<file path="src/rtl/divider_balance_monitor_if.sv">
// divider_balance_monitor_if: sample-pair input and block-result output bundle.
interface divider_balance_monitor_if #(parameter int W = 12);
  logic s_valid, s_ready, res_valid, res_ready, imbalance, imb_sticky;
  logic signed [W-1:0] p2_db, p3_db, avg2, avg3;
  logic [W-1:0] thr_db;
  logic signed [W:0] diff;
  logic [7:0] blk_cnt;
  modport master (
    output s_valid, p2_db, p3_db, thr_db, res_ready,
    input s_ready, res_valid, avg2, avg3, diff, imbalance, imb_sticky, blk_cnt
  );
  modport slave (
    input s_valid, p2_db, p3_db, thr_db, res_ready,
    output s_ready, res_valid, avg2, avg3, diff, imbalance, imb_sticky, blk_cnt
  );
endinterface

</file>
<file path="src/rtl/divider_balance_monitor.sv">
// divider_balance_monitor: block-averages paired divider port powers and flags imbalance.
module divider_balance_monitor #(
  parameter int W = 12,
  parameter int AVG_LOG2 = 4
) (
  input logic clk,
  input logic rst_n,
  input logic clr,
  divider_balance_monitor_if.slave bus
);
  localparam int SW = W + AVG_LOG2;
  typedef enum logic {ACCUM, RESULT} state_e;
  state_e state_q, state_d;
  logic [AVG_LOG2-1:0] cnt_q, cnt_d;
  logic signed [SW-1:0] sum2_q, sum2_d, sum3_q, sum3_d, acc2, acc3, sh2, sh3;
  logic signed [W-1:0] avg2_q, avg2_d, avg3_q, avg3_d, new2, new3;
  logic signed [W:0] diff_q, diff_d, new_diff;
  logic [W:0] mag;
  logic imb_q, imb_d, sticky_q, sticky_d, new_imb, take, last;
  logic [7:0] blk_q, blk_d;
  always_ff @(posedge clk or negedge rst_n)
    if (!rst_n) state_q <= ACCUM;
    else state_q <= state_d;
  always_comb
    state_d = clr ? ACCUM :
              state_q == ACCUM ? (last ? RESULT : ACCUM) :
              (bus.res_ready ? ACCUM : RESULT);
  always_comb begin
    bus.s_ready = state_q == ACCUM;
    bus.res_valid = state_q == RESULT;
  end
  // The last sample of a block is folded in before the shift so the result lands one cycle later.
  always_comb begin
    take = bus.s_valid && state_q == ACCUM;
    last = take && cnt_q == '1;
    acc2 = sum2_q + SW'(bus.p2_db);
    acc3 = sum3_q + SW'(bus.p3_db);
    sh2 = acc2 >>> AVG_LOG2;
    sh3 = acc3 >>> AVG_LOG2;
    new2 = sh2[W-1:0];
    new3 = sh3[W-1:0];
    new_diff = (W+1)'(new2) - (W+1)'(new3);
    mag = new_diff[W] ? -new_diff : new_diff;
    new_imb = mag > {1'b0, bus.thr_db};
    cnt_d = (clr || last) ? '0 : take ? cnt_q + 1'b1 : cnt_q;
    sum2_d = (clr || last) ? '0 : take ? acc2 : sum2_q;
    sum3_d = (clr || last) ? '0 : take ? acc3 : sum3_q;
    avg2_d = (!clr && last) ? new2 : avg2_q;
    avg3_d = (!clr && last) ? new3 : avg3_q;
    diff_d = (!clr && last) ? new_diff : diff_q;
    imb_d = clr ? 1'b0 : last ? new_imb : imb_q;
    sticky_d = clr ? 1'b0 : sticky_q | (last & new_imb);
    blk_d = (!clr && last) ? blk_q + 8'd1 : blk_q;
  end
  always_ff @(posedge clk or negedge rst_n)
    if (!rst_n) begin
      cnt_q <= '0;
      sum2_q <= '0;
      sum3_q <= '0;
      avg2_q <= '0;
      avg3_q <= '0;
      diff_q <= '0;
      imb_q <= 1'b0;
      sticky_q <= 1'b0;
      blk_q <= '0;
    end else begin
      cnt_q <= cnt_d;
      sum2_q <= sum2_d;
      sum3_q <= sum3_d;
      avg2_q <= avg2_d;
      avg3_q <= avg3_d;
      diff_q <= diff_d;
      imb_q <= imb_d;
      sticky_q <= sticky_d;
      blk_q <= blk_d;
    end
  assign bus.avg2 = avg2_q;
  assign bus.avg3 = avg3_q;
  assign bus.diff = diff_q;
  assign bus.imbalance = imb_q;
  assign bus.imb_sticky = sticky_q;
  assign bus.blk_cnt = blk_q;
endmodule
</file>
<file path="src/flat_wrapper.sv">
// flat-port wrapper written by rule: the top's interface ports become plain ports
module divider_balance_monitor_flat 
#(
  parameter int W = 12,
  parameter int AVG_LOG2 = 4
)
  (clk, rst_n, clr, bus_s_valid, bus_p2_db, bus_p3_db, bus_thr_db, bus_res_ready, bus_s_ready, bus_res_valid, bus_avg2, bus_avg3, bus_diff, bus_imbalance, bus_imb_sticky, bus_blk_cnt);
  divider_balance_monitor_if #(.W(W)) bus_i ();
  input logic clk;
  input logic rst_n;
  input logic clr;
  input wire logic [$bits(bus_i.s_valid)-1:0] bus_s_valid;
  input wire logic [$bits(bus_i.p2_db)-1:0] bus_p2_db;
  input wire logic [$bits(bus_i.p3_db)-1:0] bus_p3_db;
  input wire logic [$bits(bus_i.thr_db)-1:0] bus_thr_db;
  input wire logic [$bits(bus_i.res_ready)-1:0] bus_res_ready;
  output wire logic [$bits(bus_i.s_ready)-1:0] bus_s_ready;
  output wire logic [$bits(bus_i.res_valid)-1:0] bus_res_valid;
  output wire logic [$bits(bus_i.avg2)-1:0] bus_avg2;
  output wire logic [$bits(bus_i.avg3)-1:0] bus_avg3;
  output wire logic [$bits(bus_i.diff)-1:0] bus_diff;
  output wire logic [$bits(bus_i.imbalance)-1:0] bus_imbalance;
  output wire logic [$bits(bus_i.imb_sticky)-1:0] bus_imb_sticky;
  output wire logic [$bits(bus_i.blk_cnt)-1:0] bus_blk_cnt;
  assign bus_i.s_valid = bus_s_valid;
  assign bus_i.p2_db = bus_p2_db;
  assign bus_i.p3_db = bus_p3_db;
  assign bus_i.thr_db = bus_thr_db;
  assign bus_i.res_ready = bus_res_ready;
  assign bus_s_ready = bus_i.s_ready;
  assign bus_res_valid = bus_i.res_valid;
  assign bus_avg2 = bus_i.avg2;
  assign bus_avg3 = bus_i.avg3;
  assign bus_diff = bus_i.diff;
  assign bus_imbalance = bus_i.imbalance;
  assign bus_imb_sticky = bus_i.imb_sticky;
  assign bus_blk_cnt = bus_i.blk_cnt;
  divider_balance_monitor #(.W(W), .AVG_LOG2(AVG_LOG2)) u_core (.clk(clk), .rst_n(rst_n), .clr(clr), .bus(bus_i));
endmodule
</file>
<file path="config.mk">
export PLATFORM = sky130hd
export DESIGN_NAME = divider_balance_monitor_flat
export DESIGN_NICKNAME = d
export VERILOG_FILES = /design/src/rtl/divider_balance_monitor_if.sv /design/src/rtl/divider_balance_monitor.sv /design/src/flat_wrapper.sv
export SDC_FILE = /design/constraint.sdc
export NUM_CORES = 1
export LEC_CHECK = 0
export ABC_CLOCK_PERIOD_IN_PS = 6900
export BUFFER_PORTS_ARGS = -buffer_cell sky130_fd_sc_hd__buf_2
export CORE_MARGIN = 2
export CORE_UTILIZATION = 30
export CTS_CLUSTER_SIZE = 12
export DETAILED_ROUTE_END_ITERATION = 16
export GPL_ROUTABILITY_DRIVEN = 0
export SLEW_MARGIN = 10
export SYNTH_ARGS = -nofsm -noshare
export SYNTH_HDL_FRONTEND = slang
export SYNTH_SLANG_ARGS = --single-unit
</file>
<file path="constraint.sdc">
create_clock -name clk -period 6.9 [get_ports clk]
set_input_delay 0.69 -clock clk [delete_from_list [all_inputs] [get_ports clk]]
set_output_delay 0.69 -clock clk [all_outputs]
set_load 0.01 [all_outputs]
</file>
==> impl_summary.md <==
Run status
The run finished, with violations left. The final reports fail on design-rule violations.

Synthesis
Of the synthesized area, sequential elements account for 0.3779. In the post-synthesis netlist, the biggest area contributors are dfrtp_1 38%, ha_1 12%, nand2_1 8.0%, xnor2_1 6.1%, o21ai_0 4.8%. The distinct cell type count after synthesis is 63.

The total standard cell area after synthesis is 5563 um2. The number of nets produced by synthesis is 709. The share of synthesized flip-flops with an asynchronous set or reset is 1.000. The number of enable flip-flop cells after synthesis is 0. During synthesis, Yosys emitted a total of 0 warnings.

The cell count after synthesis is 610. Of the post-synthesis cell area, the dominant cell type holds 0.3779. The dominant cell type by area after synthesis is dfrtp_1. The most used flip-flop cell after synthesis is dfrtp_1. The mean instance size in the synthesized netlist is 9.119 um2. Synthesis inferred 84 register bits.

Worst hold path
The worst hold path belongs to the class in2async.

Global route
For this run the aggregate overflow at the end of global routing stands at 0. The global-route usage over all layers is 0.1560. The initial antenna violation count is 1. The first global-routing pass estimated 24040 um of wire. Entering global routing, the biggest net connects 64 pins.

The number of global-route vias before repair was 4532.

Layout
The share of final-layout standard cells stronger than drive strength 1 is 0.1809. 0 antenna diodes ended up in the layout. The share of the core filled with cells is 0.3624.

Compared with the post-synthesis result, the final layout area differs by 17.81%. The summed area of non-filler cells in the final layout is 6554 um2. The layout filler cell count is 1844. The final layout net count is 798.

After the flow finishes, the layout carries non-filler instances totaling 931.

Pwr
Power spread over the standard cell area amounts to 390.8 nW/um2. The share of total power dissipated in combinational logic is 0.606. The switching part of the total is 0.4269.

Of the total power, registers draw 0.211. Power comes to 2.562 mW. The switching component of the power is 1.094 mW. The power share of the clock group is 0.184. The design internal power is 1.468 mW. The analysis attributes to cell leakage a power of 3.359 nW.

The largest vdd supply drop is 198.6 uV.

Timing
After routing, the total negative slack on setup checks comes to 0 ps. Static timing analysis puts the maximum clock frequency at 162.9 MHz. The worst hold slack is 220.0 ps. The max-slew violation count was 0. The number of endpoints with negative hold slack in the final report is 0. Setup repair after global routing left no endpoint under its margin. Dividing the final minimum period by the clock period gives 0.8897.

The number of failing setup endpoints in the final timing report is 0. The clock arrives with 8.924 ps of skew. The post-route minimum period is 6139 ps. The max-slew headroom at the worst pin is 0.3231.

The final worst slack is 761.3 ps. For the pin with the worst max-slew slack, the measured transition is 1015 ps.

Floorplanning
The number of primary I/O pins is 90. For this configuration, the core starts out at a cell density of 0.3076. The core outline area is 18090 um2.

The floorplan die height is 140.2 um. The total die area is 19650 um2. After floorplanning, the core was divided into 49 placement rows.

The die is 140.2 um wide.

Placement
In this run, placement finished with an instance count of 917. The number of port buffers is 89. Summed over all nets, the half-perimeter wirelength after detailed placement is 11120 um. Prior to clock tree synthesis, the placed netlist has a worst setup slack of 454.3 ps. Summing all placed instances gives a cell area of 6281 um2.

Drt
The number of DRC violations after detailed-routing iteration 0 is 286. The number of vias per cell is 4.907. In the final routed layout, each cell accounts on average for 15.61 um. The total iterations of the first detailed-routing run is 10. The final wirelength is 14530 um. The DRC violation count after routing is 6. Summing over every cut layer, the via total after detailed routing is 4568. In this run the remaining antenna-violating nets after routing total 0.

CTS
For this design, the sink count on the clock tree is 84. The number of gates resized after cts is 0. The number of setup buffers added after CTS is 0. The number of clock buffers added by TritonCTS is 9. CTS built an H-tree with a depth of 3. The number of buffers added to fix hold violations after cts is 0. Clock tree synthesis selected as its root buffer the cell clkbuf_16. Counting along the longest clock path gives a buffer depth of 2.

At the later pin of the worst-skew pair, clock insertion delay measures 350 ps. TritonCTS built the clock tree. The clock slew at the register clock pins of the worst setup and hold paths is 60 ps.

Worst setup path
The data required time of the worst path is 7130 ps. The worst setup path is launched from an input port. Data on the critical path arrives at its endpoint at 6370 ps. The critical path in this run is classified as in2reg.

The slowest stage of the critical path belongs to the cell o21ai_0. Along the worst path, the maximum fanout reaches 6. The largest stage delay on the critical path is 410 ps. The internal reg-to-reg setup slack is 830 ps. The type of destination of the critical path is a flop. Measured in cells, the most critical reg-to-reg path has a length of 29.

Run
The tool flagged a number of max-cap violations equal to 0.
## power groups by stage
stage	Combinational [mW]	Clock, mW	Sequential [mW]
2_1_floorplan	1.19	0	0.543
3_3_place_gp	1.54	0	0.548
3_5_place_dp	1.55	0	0.548
4_1_cts	1.56	0.485	0.540
5_1_grt	1.75	0.510	0.543
6_report	1.55	0.470	0.540
## flip-flops by register name, summed over array words and instances, names as in the netlist
signal	count
u_core.bus.res_valid	1
u_core.sum2_q	16
u_core.bus.avg3	12
u_core.bus.avg2	12
u_core.sum3_q	16
u_core.bus.blk_cnt	8
u_core.bus.imbalance	1
u_core.bus.imb_sticky	1
u_core.bus.diff	13
u_core.cnt_q	4
## final timing paths
kind | from | to
max | bus_p2_db[0] | u_core.bus.imb_sticky$_DFF_PN0_
min | rst_n | u_core.bus.avg3[9]$_DFFE_PN0P_
max reg2reg | u_core.sum2_q[0]$_DFFE_PN0P_ | u_core.bus.imb_sticky$_DFF_PN0_
min reg2reg | u_core.bus.blk_cnt[7]$_DFFE_PN0P_ | u_core.bus.blk_cnt[7]$_DFFE_PN0P_
max in group asynchronous | rst_n | u_core.bus.imbalance$_DFFE_PN0N_
min in group clk | u_core.bus.blk_cnt[7]$_DFFE_PN0P_ | u_core.bus.blk_cnt[7]$_DFFE_PN0P_
## logic make-up (layout without fill, tap and decap cells)
group                      count (synthesis)  after routing  share of synthesized area
and+or+nand+nor                          202            202                     0.1671
DFF                                       84             84                     0.3779
buffers and inverters                     54            146                    0.03666
AOI/OAI and AO/OA                        156            156                     0.1858
muxes                                      1              1                   0.002024
adders and majority gates                 58             58                     0.1345
xor gates and xnor gates                  55             55                    0.09604
## synthesized netlist by cell type, types with 8 or more instances
cell type  instances
a21o_1             8
a21oi_1           32
a22o_1            15
clkbuf_1          15
dfrtp_1           84
ha_1              55
inv_1             38
nand2_1          118
nand4_1            8
nor2_1            21
nor2b_1           13
o21ai_0           53
o21bai_1           8
xnor2_1           39
xor2_1            11
## cells in the final DEF, fill, tap and decap left out, types with 6 or more instances in the layout
| cell type | instances |
|---|---|
| buf_4 | 6 |
| nor2b_1 | 13 |
| dfrtp_1 | 84 |
| nand4_1 | 8 |
| buf_2 | 88 |
| a21oi_1 | 32 |
| nor2_1 | 20 |
| xnor2_1 | 39 |
| a21o_1 | 8 |
| xor2_1 | 11 |
| a22o_1 | 15 |
| inv_1 | 38 |
| nand2_1 | 118 |
| o21bai_1 | 8 |
| nand3_1 | 7 |
| o21a_1 | 7 |
| ha_1 | 55 |
| o21ai_0 | 53 |
| clkbuf_16 | 9 |
## worst max-delay path: cells and delay by family
family | cells | cell delay (ps)
AO/OA/AOI/OAI | 18 | 3310
XOR/XNOR | 1 | 280
adder cells (fa/ha/maj) | 4 | 1160
buffers and inverters | 2 | 140
AND/OR/NAND/NOR | 5 | 770
## final cells by class
type                            instances  area, um2  area share
Clock buffer                           11      232.7     0.03551
Clock inverter                          3      40.04    0.006109
Inverter                               38      142.6     0.02176
Multi-Input combinational cell        472       3264      0.4981
Sequential cell                        84       2102      0.3207
Tap cell                              229      286.5     0.04372
Timing Repair Buffer                   94      485.5     0.07407
## metal layers
layer | vias to the layer above | global-route usage | routed length [um]
li1 | 2304 | - | -
met1 | 2157 | 0.2162 | 7173
met2 | 86 | 0.2371 | 6270
met3 | 21 | 0.03077 | 617
met4 | 0 | 0.06805 | 472
met5 | - | 0 | 0
No activity file was read; power rests on OpenSTA's default activity.
